[src/rtl/acc_sequencer.sv]
`timescale 1ns/1ps
`default_nettype none
// ============================================================================
// Module   : acc_sequencer
// Purpose  : Fetch/decode/execute sequencer that owns the accumulator and
//            drives the downstream ALU operand/opcode inputs.
// Revision : 1.0 - initial release
// ============================================================================
module acc_sequencer #(
  parameter int unsigned ADDR_W   = 8,
  parameter int unsigned ALU_LAT  = 1,
  parameter int unsigned RESET_PC = 0
) (
  input  logic              execlk,
  input  logic              reset,
  input  logic              start,
  output logic              imem_req,
  output logic [ADDR_W-1:0] imem_addr,
  input  logic [31:0]       imem_rdata,
  input  logic              imem_valid,
  output logic [31:0]       alu_acc,
  output logic [31:0]       alu_data,
  output logic [3:0]        alu_opcode,
  input  logic [31:0]       alu_result,
  output logic [31:0]       acc_out,
  output logic [ADDR_W-1:0] pc_out,
  output logic              busy,
  output logic              halted
);

  typedef enum logic [2:0] {
    ST_IDLE   = 3'd0,
    ST_FETCH  = 3'd1,
    ST_DECODE = 3'd2,
    ST_EXEC   = 3'd3,
    ST_WB     = 3'd4,
    ST_HALT   = 3'd5
  } state_t;

  localparam int unsigned       c_lat_w    = (ALU_LAT > 1) ? $clog2(ALU_LAT + 1) : 1;
  localparam logic [ADDR_W-1:0] c_reset_pc = ADDR_W'(RESET_PC);
  localparam logic [ADDR_W-1:0] c_pc_one   = ADDR_W'(1);
  localparam logic [c_lat_w-1:0] c_lat_ld  = c_lat_w'(ALU_LAT);
  localparam logic [c_lat_w-1:0] c_lat_one = c_lat_w'(1);

  state_t              r_state;
  logic [ADDR_W-1:0]   r_pc;
  logic [31:0]         r_acc;
  logic [31:0]         r_ir;
  logic                r_req;
  logic                r_busy;
  logic                r_halted;
  logic [31:0]         r_alu_acc;
  logic [31:0]         r_alu_data;
  logic [3:0]          r_alu_op;
  logic [c_lat_w-1:0]  r_lat_cnt;

  logic [1:0]          w_class;
  logic [31:0]         w_imm;

  assign w_class    = r_ir[27:26];
  assign w_imm      = {6'd0, r_ir[25:0]};

  assign imem_req   = r_req;
  assign imem_addr  = r_pc;
  assign pc_out     = r_pc;
  assign acc_out    = r_acc;
  assign alu_acc    = r_alu_acc;
  assign alu_data   = r_alu_data;
  assign alu_opcode = r_alu_op;
  assign busy       = r_busy;
  assign halted     = r_halted;

  always_ff @(posedge execlk or posedge reset) begin
    if (reset) begin
      r_state    <= ST_IDLE;
      r_pc       <= c_reset_pc;
      r_acc      <= '0;
      r_ir       <= '0;
      r_req      <= 1'b0;
      r_busy     <= 1'b0;
      r_halted   <= 1'b0;
      r_alu_acc  <= '0;
      r_alu_data <= '0;
      r_alu_op   <= '0;
      r_lat_cnt  <= '0;
    end else begin
      case (r_state)
        ST_IDLE: begin
          if (start) begin
            r_state <= ST_FETCH;
            r_req   <= 1'b1;
            r_busy  <= 1'b1;
          end
        end
        ST_FETCH: begin
          if (imem_valid && r_req) begin
            r_ir    <= imem_rdata;
            r_req   <= 1'b0;
            r_state <= ST_DECODE;
          end
        end
        ST_DECODE: begin
          case (w_class)
            2'b00: begin
              // ALU inputs are only ever written here, so they stay stable through EXEC.
              r_alu_acc  <= r_acc;
              r_alu_data <= w_imm;
              r_alu_op   <= r_ir[31:28];
              r_lat_cnt  <= c_lat_ld;
              r_state    <= ST_EXEC;
            end
            2'b01: begin
              r_acc   <= w_imm;
              r_pc    <= r_pc + c_pc_one;
              r_req   <= 1'b1;
              r_state <= ST_FETCH;
            end
            2'b10: begin
              r_pc    <= r_pc + c_pc_one;
              r_req   <= 1'b1;
              r_state <= ST_FETCH;
            end
            default: begin
              r_busy   <= 1'b0;
              r_halted <= 1'b1;
              r_state  <= ST_HALT;
            end
          endcase
        end
        ST_EXEC: begin
          r_lat_cnt <= r_lat_cnt - c_lat_one;
          if (r_lat_cnt == c_lat_one) begin
            r_state <= ST_WB;
          end
        end
        ST_WB: begin
          r_acc   <= alu_result;
          r_pc    <= r_pc + c_pc_one;
          r_req   <= 1'b1;
          r_state <= ST_FETCH;
        end
        ST_HALT: begin
          r_state <= ST_HALT;
        end
        default: begin
          r_state <= ST_IDLE;
          r_req   <= 1'b0;
          r_busy  <= 1'b0;
        end
      endcase
    end
  end

endmodule
`default_nettype wire

[config.mk]
export PLATFORM = sky130hd
export DESIGN_NAME = acc_sequencer
export DESIGN_NICKNAME = d
export VERILOG_FILES = /design/src/rtl/acc_sequencer.sv
export SDC_FILE = /design/constraint.sdc
export NUM_CORES = 1
export LEC_CHECK = 0
export ABC_AREA = 1
export BUFFER_PORTS_ARGS = -buffer_cell sky130_fd_sc_hd__buf_2
export CAP_MARGIN = 10
export CORE_MARGIN = 2
export CORE_UTILIZATION = 45
export DETAILED_ROUTE_END_ITERATION = 8
export GPL_ROUTABILITY_DRIVEN = 1
export PLACE_DENSITY = 0.72
export SETUP_SLACK_MARGIN = 0.2
export SLEW_MARGIN = 20
export SYNTH_ARGS = -nofsm -noshare
export SYNTH_HDL_FRONTEND = slang
export SYNTH_SLANG_ARGS = --single-unit
[constraint.sdc]
create_clock -name execlk -period 10.2 [get_ports execlk]
set_clock_uncertainty 0.15 [all_clocks]
set_input_delay 0.51 -clock execlk [delete_from_list [all_inputs] [get_ports execlk]]
set_output_delay 0.51 -clock execlk [all_outputs]
set_load 0.05 [all_outputs]
Word-level counts from Yosys, hierarchy flattened --
Index checks and enable logic that the tools add are counted.
Word-level totals: bits in registers 141, input bits 68, output and inout port bits 119
Operators by class: $add $sub $neg 2, eq/ne operators 14, mux-type cells 17, bitwise gates (word level) 3, reduce and logical (&&, ||, !) cells 18
Operator list (number):
- one-hot mux 32 bit (2 select lines) | 1
- 2-to-1 mux 32 bit | 1
- one-hot mux 3 bit (6 select lines) | 1
- one-hot mux 8 bit (2 select lines) | 1
- != test 2 bit, second input constant | 7
- AND reduction 2 bit | 6
- 2-to-1 mux 3 bit | 3
- adder 8 x 1 -> 8 bit, second input constant | 1
- 2-to-1 mux 8 bit | 1
- equality test 3 x 2 -> 1 bit, second input constant | 2
- equality test 3 bit, second input constant | 2
- one-hot mux 3 bit (2 select lines) | 1
- AND reduction 3 bit | 2
- 2-to-1 mux 1 bit | 5
- one-hot mux 1 bit (5 select lines) | 1
- AND reduction 4 bit | 1
- nonzero test 2 bit | 2
- OR reduction 2 bit | 2
- OR reduction 4 bit | 1
- equality test 3 x 1 -> 1 bit, second input constant | 1
- zero test 3 bit | 1
- NOT 1 bit | 3
- one-hot mux 1 bit (3 select lines) | 1
- OR reduction 3 bit | 1
- 6 further kinds | 6

Longest topological paths before layout --
depth after elaboration 4, mapped depth 10, mapped depth without buffers 9

Least setup slack after synthesis --
OpenSTA, ideal clock, no wires.
kind reg-to-reg, start point register r_pc[0], in the netlist imem_addr[0], end point register r_pc[6], in the netlist imem_addr[6], arrival time 1.405 ns, setup slack 8.526 ns, stages on the path, launching flop included 7, buffers on the path 0, period minus slack after synthesis 1.674 ns, cell sequence dfrtp_1 > ha_1 > nand2_1 > nor3_1 > nand2_1 > nand2_1 > nand2_1
Between the ends: cells in the longest elaborated chain, start to end 3
Ends and longest elaborated chain:
- start, declared | line 47 | logic [ADDR_W-1:0] r_pc;
- start signal, assigned | line 77 | r_pc <= c_reset_pc;
- start signal, assigned | line 115 | r_pc <= r_pc + c_pc_one;
- start signal, assigned | line 120 | r_pc <= r_pc + c_pc_one;
- adder 8 x 1 -> 8 bit (*) | line 115, 120, 139
- 2-to-1 mux 8 bit
- one-hot mux 8 bit (2 select lines) (*) | line 88 | case (r_state)
Mark *: on every way between the ends. The rest lies on a longest branch, timed or not. The select of a mux whose other input is x is not followed. A chain may end at the register's enable or synchronous reset.

Worst setup path after layout --
start point register r_state[1], end point register r_acc[20], in the netlist acc_out[20]
Between the ends: cells in the longest elaborated chain, start to end 3, elaborated cells on any way between the ends 6, classes of those cells 3 x eq/ne; 1 x mux; 2 x reduce/logical
Ends and longest elaborated chain:
- start, declared | line 46 | state_t r_state;
- start signal, assigned | line 76 | r_state <= ST_IDLE;
- start signal, assigned | line 91 | r_state <= ST_FETCH;
- start signal, assigned | line 100 | r_state <= ST_DECODE;
- equality test 3 x 2 -> 1 bit / equality test 3 bit (equally long branches) | line 88
- != test 2 bit (no source line) / nonzero test 2 bit (equally long branches)
- AND reduction 2 bit (no source line)
- end signal, assigned | line 114 | r_acc <= w_imm;
- end signal, assigned | line 138 | r_acc <= alu_result;
- end, declared | line 48 | logic [31:0] r_acc;
Parallel ways exist; a longest one is shown, timed or not.

==> flow_metrics.env <==
export IMPL_outcome="finished clean"
export IMPL_post_cts_buffers=0
export IMPL_antenna_found_initial=0
export IMPL_cts_tree="yes"
export IMPL_core_um2=13200
export IMPL_synth_area_mux_share_pct=0
export IMPL_reg2regPathDepth=6
export IMPL_period_share_pct=26.5
export IMPL_synth_top_family_by_area="simple AND/OR/NAND/NOR gates"
export IMPL_crit_family="simple AND/OR/NAND/NOR gates"
export IMPL_tns_ps=0
export IMPL_avgSynthCellArea_um2=8.65
export IMPL_crit_type="reg -> reg"
export IMPL_path_clk_slew_ps=60
export IMPL_gp_congestion=0.836
export IMPL_synthesis_area_um2=6080
export IMPL_grt_pass1_wl_mm=24.1
export IMPL_rows=42
export IMPL_die_w_um=120
export IMPL_fin_util_pct=57.3
export IMPL_synth_compound_area_share_pct=8.73
export IMPL_io_pins=187
export IMPL_drv_cap=0
export IMPL_p_per_area_nw_per_um2=167
export IMPL_fin_nets=938
export IMPL_place_area_um2=6900
export IMPL_vdd_drop_max_v=0.000108
export IMPL_hp_class="in -> async"
export IMPL_ys_flop_type="dfrtp_1"
export IMPL_worst_endpoint_required_ps=10350
export IMPL_clk_latency_ps=410
export IMPL_rsz0062_at_grt="no"
export IMPL_crit_chain="inv_1 > nand3_2 > nand2_2 > inv_2 > nand2_1 > nand2_1"
export IMPL_yosysTopAreaCell="dfrtp_1"
export IMPL_viasPerCell=4.67
export IMPL_drc=0
export IMPL_clk_path_buf_depth=2
export IMPL_finalMaxSlewViolations=0
export IMPL_yosysSeqAreaShare_pct=58.0
export IMPL_cp_common_cell="nand2_1"
export IMPL_grt_max_degree=100
export IMPL_grt_ovfl_total=0
export IMPL_synth_cell_types=27
export IMPL_worst_path_max_fanout=38
export IMPL_cts_htree_levels=4
export IMPL_netlist_instances=703
export IMPL_cp_num_buf_inv=2
export IMPL_dr_pass1_iters=4
export IMPL_wl_per_cell_um=14.0
export IMPL_async_reset_ff_share_pct=100
export IMPL_worst_hold_slack_ps=7.74
export IMPL_antenna_left=0
export IMPL_yosys_warnings=0
export IMPL_synth_seq_cells=141
export IMPL_hold_viol_final=0
export IMPL_synthAdderAreaFrac_pct=1.03
export IMPL_grt_util_all_layers_pct=21.5
export IMPL_final_setup_viol_count=0
export IMPL_cts_root_buf="clkbuf_16"
export IMPL_tightestPinTransition_ps=950
export IMPL_mostFrequentLayoutCell="nand2_1"
export IMPL_post_cts_resized=0
export IMPL_p_total_mw=1.27
export IMPL_yosysTopAreaCellShare_pct=58.0
export IMPL_rrSetupSlack_ps=7490
export IMPL_dieArea_um2=14500
export IMPL_clock_sinks=141
export IMPL_die_y_um=120
export IMPL_critPathArrivalTime_ps=2860
export IMPL_initial_core_util_pct=45.9
export IMPL_fmax_mhz=369
export IMPL_drt_initial_drc_count=371
export IMPL_grt_pass1_vias=4806
export IMPL_crit_path_end_kind="flip-flop"
export IMPL_dr_total_vias=4920
export IMPL_ctsHoldBuffers=0
export IMPL_dp_cells=1021
export IMPL_path_depth=6
export IMPL_fin_cells=1053
export IMPL_yosys_area_share_simple_pct=21.9
export IMPL_timing_slew_headroom_pct=36.7
export IMPL_synth_xor_area_share_pct=0.288
export IMPL_synth_edff_count=0
export IMPL_fin_ws_ps=7490
export IMPL_post_route_min_period_ps=2710
export IMPL_io_buffers=180
export IMPL_wirelength_mm=14.7
export IMPL_cpPeakStageDelay_ps=740
export IMPL_drive_gt1_share_pct=26.1
export IMPL_synth_area_leaders="dfrtp_1 (58%), nand2_1 (14%), o21ai_0 (5.8%)"
export IMPL_cp_slowest_cell="nand2_2"
export IMPL_area_growth_pct=24.7
export IMPL_final_area_um2=7580
export IMPL_critPathLaunchType="flip-flop"
export IMPL_dp_worst_setup_slack_ps=7480
export IMPL_most_common_layout_cells="nand2_1 (228), buf_2 (180), dfrtp_1 (141)"
export IMPL_dp_hpwl_mm=9.88
export IMPL_antenna_cells=0
export IMPL_leakage_nw=4.29
export IMPL_cts_buffers=17
## power by group
part	leakage [nW]	switching, mW	internal, mW	total [mW]
Combinational	2.32	0.0221	0.0111	0.0332
Clock	0.304	0.231	0.444	0.675
Sequential	1.67	0	0.560	0.560
## cell type report
cell class / count / area (um2)
Clock buffer: 20 / 457
Clock inverter: 11 / 190
Fill cell: 1233 / 5660
Inverter: 71 / 272
Multi-Input combinational cell: 452 / 1980
Sequential cell: 141 / 3530
Tap cell: 176 / 220
Timing Repair Buffer: 182 / 936
## cell usage after synthesis (2+ instances only)
cell      number
nand3_2        2
ha_1           5
buf_6         11
nor3_1         2
nand3b_1       4
buf_4         20
a21oi_1       28
o21ai_1        4
or2_2          2
nand2_1      229
dfrtp_1      141
nor2_1        74
nand3_1       14
inv_2          4
xor2_1         2
inv_1         66
clkbuf_1       3
buf_2         10
o21ai_0       71
nor2_2         3
nand2_2        2
## cell families after synthesis
group | count (synthesis)
xor+xnor | 2
compound gates | 105
other cells | 1
fa+ha+maj | 5
buf+inv | 115
flops | 141
simple gates | 334
## worst reg2reg max path: stages, from the launching register on
cell and delay (ps):
dfrtp_1 420, inv_1 210, nand3_2 520, nand2_2 750
inv_2 330, nand2_1 150, nand2_1 60
## registers in the layout, indices dropped and copies added, names as in the netlist
| register | count |
|---|---|
| r_lat_cnt | 1 |
| r_ir | 32 |
| alu_acc | 32 |
| halted | 1 |
| alu_opcode | 4 |
| alu_data | 26 |
| acc_out | 32 |
| r_state | 3 |
| imem_req | 1 |
| busy | 1 |
| imem_addr | 8 |
## layer usage
layer | wire length [um] | vias to the layer above | global-route usage (%)
met5 | 0 | - | 0
met2 | 6960 | 148 | 33.8
met3 | 789 | 27 | 4.43
met4 | 322 | 0 | 9.52
li1 | - | 2466 | -
met1 | 6620 | 2279 | 29.0
## final timing paths
| check | end | start |
|---|---|---|
| worst max-delay path | acc_out[20] | r_state[1] |
| worst min-delay path | alu_acc[26] | reset |
| worst max register to register | acc_out[20] | r_state[1] |
| worst min register to register | alu_acc[14] | alu_acc[14] |
| max in group asynchronous | r_ir[17] | reset |
| min in group execlk | acc_out[28] | alu_result[28] |
No activity file was read; power rests on OpenSTA's default activity.
